## config.mk

```make
export PLATFORM = sky130hd
export DESIGN_NAME = prio_enc_rr
export DESIGN_NICKNAME = d
export VERILOG_FILES = /design/src/rtl/prio_enc_rr.sv
export SDC_FILE = /design/constraint.sdc
export NUM_CORES = 1
export LEC_CHECK = 0
export CAP_MARGIN = 0
export CORE_ASPECT_RATIO = 0.7
export CORE_MARGIN = 3
export CORE_UTILIZATION = 40
export DETAILED_ROUTE_END_ITERATION = 8
export HOLD_SLACK_MARGIN = 0.02
export SLEW_MARGIN = 20
export SYNTH_ARGS = -nofsm -noshare
export SYNTH_HDL_FRONTEND = slang
export SYNTH_SLANG_ARGS = --single-unit
```

## constraint.sdc

```tcl
create_clock -name clk -period 10.35 [get_ports clk]
set_input_delay 1.035 -clock clk [delete_from_list [all_inputs] [get_ports clk]]
set_output_delay 1.035 -clock clk [all_outputs]
set_load 0.02 [all_outputs]
```

## src/rtl/prio_enc_rr.sv

```systemverilog
`default_nettype none
// ============================================================================
//  Module      : prio_enc_rr
//  Description : Registered N-input priority encoder / arbiter. Request pulses
//                are captured stickily, the grant order is fixed (highest
//                index wins) or round-robin, and the granted index is
//                presented through a valid/ready output register together
//                with a count of requests still waiting.
//  Revision    : 1.0  initial release
// ============================================================================
module prio_enc_rr #(
  parameter  int N = 8,
  localparam int W = $clog2(N)
) (
  input  logic         clk,
  input  logic         rst_n,
  input  logic [N-1:0] req,
  input  logic         rr_en,
  input  logic         out_ready,
  output logic         out_valid,
  output logic [W-1:0] idx,
  output logic [W:0]   pend_cnt
);

  typedef enum logic [0:0] {
    S_IDLE = 1'b0,
    S_HOLD = 1'b1
  } state_t;

  state_t       state_q, state_d;
  logic [N-1:0] pending_q, pending_d;
  logic [W-1:0] idx_q, idx_d;
  logic [W-1:0] last_q, last_d;
  logic [W:0]   cnt_q, cnt_d;

  logic [N-1:0] w_cand;
  logic         w_load;
  logic [W-1:0] w_win_fix;
  logic [W-1:0] w_win_rr;
  logic [W-1:0] w_win;

  // Everything seen so far plus whatever is asserted this cycle competes.
  assign w_cand = pending_q | req;
  assign w_load = (state_q == S_IDLE) || out_ready;

  // Fixed order: the highest set index of the candidates wins.
  always_comb begin
    w_win_fix = '0;
    for (int i = 0; i < N; i++) begin
      if (w_cand[i[W-1:0]]) w_win_fix = W'(i);
    end
  end

  // Round-robin: scan from lowest to highest priority so the last hit kept
  // is the first set bit after last-1, last-2, ... wrapping; last is lowest.
  always_comb begin
    int j;
    w_win_rr = '0;
    for (int k = N; k >= 1; k--) begin
      j = int'(last_q) - k;
      if (j < 0) j = j + N;
      if (w_cand[j[W-1:0]]) w_win_rr = W'(j);
    end
  end

  assign w_win = rr_en ? w_win_rr : w_win_fix;

  // Next-state for the output register, capture register and grant pointer.
  always_comb begin
    state_d   = state_q;
    pending_d = pending_q;
    idx_d     = idx_q;
    last_d    = last_q;
    if (w_load) begin
      if (w_cand != '0) begin
        state_d   = S_HOLD;
        idx_d     = w_win;
        last_d    = w_win;
        pending_d = w_cand & ~({{(N-1){1'b0}}, 1'b1} << w_win);
      end else begin
        state_d   = S_IDLE;
        pending_d = '0;
      end
    end else begin
      // Output is stalled: keep merging new requests into the pending set.
      pending_d = w_cand;
    end
  end

  // Popcount of the pending set that will be registered this edge.
  always_comb begin
    cnt_d = '0;
    for (int i = 0; i < N; i++) begin
      cnt_d = cnt_d + {{W{1'b0}}, pending_d[i[W-1:0]]};
    end
  end

  // State registers with asynchronous clear.
  always_ff @(posedge clk or negedge rst_n) begin
    if (!rst_n) begin
      state_q   <= S_IDLE;
      pending_q <= '0;
      idx_q     <= '0;
      last_q    <= '0;
      cnt_q     <= '0;
    end else begin
      state_q   <= state_d;
      pending_q <= pending_d;
      idx_q     <= idx_d;
      last_q    <= last_d;
      cnt_q     <= cnt_d;
    end
  end

  assign out_valid = (state_q == S_HOLD);
  assign idx       = idx_q;
  assign pend_cnt  = cnt_q;

endmodule
`default_nettype wire

```

==> impl_metrics.py <==
metrics = {
    "route": {
        "via_per_inst": 6.80,
        "drt_iter0_markers": 260,
        "drc": 0,
        "wl_per_cell_um": 22.3,
        "wl_mm": 6.65,
        "vias": 2033,
        "drt_pre_antenna_iters": 5,
        "postRouteAntennaNets": 0,
    },
    "grt": {
        "grtUsageMet3_pct": 9.59,
        "antenna_found_initial": 0,
        "overflow": 0,
        "grtUsageMet2_pct": 32.6,
        "first_global_vias": 1953,
        "use_met1_pct": 32.3,
        "busiest_layer": "met2",
        "grt_pass1_wl_mm": 10.6,
        "grt_max_degree": 24,
        "grt_usage_pct": 22.7,
    },
    "cts": {
        "htree_levels": 1,
        "post-cts-setup-buffers": 0,
        "cts_tree": "done",
        "cts_buffers": 3,
        "numClockSinks": 16,
        "cts_resized": 0,
        "worstSkewPairLatency_ns": 0.25,
        "cts_root_buffer": "clkbuf_8",
        "cts.clk_slew.worst_paths_ns": 0.07,
        "clk_path_buf_depth": 2,
        "hold_buffers": 0,
    },
    "final_layout": {
        "area_growth_pct": 11.9,
        "finalNetCount": 252,
        "layout.cells.non_filler": 299,
        "antenna_cells": 0,
        "fillers": 467,
        "drive_above_1_share_pct": 15.2,
    },
    "timing": {
        "slew_headroom_pct": 45.3,
        "fin_skew_ns": 0.00656,
        "tns_ns": 0,
        "grt_setup_unrepaired": "false",
        "maxSlewViolCount": 0,
        "fin_crit_ns": 6.28,
        "max_freq_mhz": 159,
        "fin_crit_sh_pct": 60.7,
        "layout_setup_ws_ns": 4.07,
        "tightest_slew_ns": 0.817,
        "setup_viol_count_final": 0,
        "timing.hold.ws_ns": 0.693,
        "finalHoldViolCount": 0,
    },
    "synth": {
        "synth_area_sq_um": 2100,
        "synth_cells": 222,
        "ys.flop_type": "dfrtp_1",
        "yosys-top-cells-count": "16 x dfrtp_1, 16 x mux4_2, 14 x o21ai_0, 12 x a21oi_1",
        "ys_ff_latch": 16,
        "synth-seq-area-share_pct": 19.1,
        "synth_area_leaders": "dfrtp_1 19%, mux4_2 17%, fa_1 3.8%",
        "yosysTopAreaCell": "dfrtp_1",
        "synth_warnings": 0,
        "async_flop_share_pct": 100,
        "syn_area_per_cell_sq_um": 9.45,
        "synth_nets": 243,
        "synth-edff-count": 0,
        "synth_top_area_share_pct": 19.1,
        "ys_types": 60,
    },
    "setup_path": {
        "timing.rr.start": "last_q[0]",
        "arrival_ns": 6.42,
        "reg2reg_slack_ns": 4.07,
        "cp_max_fo": 23,
        "startpoint": "last_q[0]",
        "worstSetupPathType": "reg -> reg",
        "worstSetupEndpointType": "flop",
        "required_ns": 10.49,
        "worst_setup_path_start_kind": "flop",
    },
    "floorplan": {
        "core.rowCount": 21,
        "fp.dieH_um": 66.6,
        "core_area_sq_um": 4910,
        "top_level_ports": 20,
        "dieArea_sq_um": 6160,
        "die_w_um": 92.6,
        "start_util_pct": 42.7,
    },
    "job": {
        "max_cap_viol_count": 0,
    },
    "placed_design": {
        "place_congestion": 0.969,
        "pre_cts_slack_ns": 3.94,
        "place_hpwl_mm": 5.16,
        "port_buffers": 19,
        "placedCellCount": 295,
    },
    "worst_hold_path": {
        "hold_path_class": "reg -> reg",
        "hp-start": "pending_q[1]",
    },
    "power_and_ir_drop": {
        "leakage_nw": 0.833,
        "ir_drop_uv": 210,
        "p_total_w": 0.000669,
        "power.density_nw_per_um2": 285,
    },
    "run_status": {
        "outcome": "finished, final reports clean",
    },
}
==> cell families (layout without fill, tap and decap cells) <==
kind of cell,after synthesis,count (layout),share of synthesized area [%]
AOI/OAI and AO/OA,72,72,26.4
adders and majority gates,9,9,6.80
xor gates and xnor gates,5,5,2.45
DFF,16,16,19.1
and+or+nand+nor,69,69,17.6
muxes,22,22,20.9
buffers and inverters,29,37,6.86
==> placed cells by master, fill, tap and decap left out, types with 4 or more instances in the layout <==
| cell type | count |
|---|---|
| a21o_1 | 4 |
| a21oi_1 | 12 |
| a41oi_1 | 9 |
| clkbuf_8 | 4 |
| clkdlybuf4s50_1 | 19 |
| dfrtp_1 | 16 |
| fa_1 | 4 |
| ha_1 | 5 |
| inv_1 | 9 |
| mux2i_1 | 4 |
| mux4_2 | 16 |
| nand2_1 | 11 |
| nand3_1 | 7 |
| nor2_1 | 11 |
| nor3_1 | 9 |
| o21ai_0 | 14 |
| or2_0 | 5 |
| or2_1 | 4 |
| or2_2 | 4 |
==> critical path: stages (launching register included) <==
cell and delay (ns):
dfrtp_1 0.56, buf_4 0.37, inv_4 0.14, ha_1 0.62, clkinv_1 0.46, mux4_2 0.45
o21ai_0 0.25, a211o_1 0.19, nand3_1 0.26, o41ai_1 0.56, fa_1 0.49, fa_1 0.52
inv_1 0.05, fa_1 0.50, ha_1 0.17, inv_1 0.06, fa_1 0.37, xnor2_1 0.13
==> cell type report <==
class / count / area [sq um] / share of cell area [%]
flip-flops and latches: 16 / 400 / 17.0
inverters: 12 / 47.5 / 2.02
clock buffers: 4 / 55.1 / 2.34
multi-input cells: 177 / 1550 / 66.2
well taps: 69 / 86.3 / 3.68
repair buffers: 21 / 205 / 8.74
==> stage by stage <==
step | util (%) | cell area, sq um
3_3_place_gp | 46.7 | 2290
6_report | 47.8 | 2350
5_1_grt | 47.8 | 2350
2_1_floorplan | - | 2100
4_1_cts | 47.8 | 2350
3_5_place_dp | 46.7 | 2290
==> where the power goes <==
part / switching [W] / leakage, nW / total, W / internal, W
Combinational: 0.000293 / 0.639 / 0.000495 / 0.000203
Sequential: 0.0000286 / 0.166 / 0.000118 / 0.0000897
Clock: 0.0000218 / 0.0288 / 0.0000555 / 0.0000337
Total: 0.000343 / 0.833 / 0.000669 / 0.000326
==> flip-flops by register name (all words and copies together), names as in the netlist <==
register   cells
pend_cnt       4
pending_q      8
out_valid      1
last_q         3
==> per-layer routing <==
| layer | up-vias | share of wire, % |
|---|---|---|
| met5 | - | 0 |
| met1 | 970 | 44 |
| met3 | 12 | 15 |
| met4 | 0 | 1.2 |
| met2 | 152 | 40 |
| li1 | 899 | - |
==> worst paths after layout <==
check,endpoint,cells past startpoint
max in group asynchronous,pending_q[7],1
setup / recovery,pend_cnt[2],17
min in group asynchronous,pend_cnt[3],1
setup reg to reg,pend_cnt[2],17
hold / removal,pending_q[1],2
hold reg to reg,pending_q[1],2
Power figures use the tool's default switching activity.
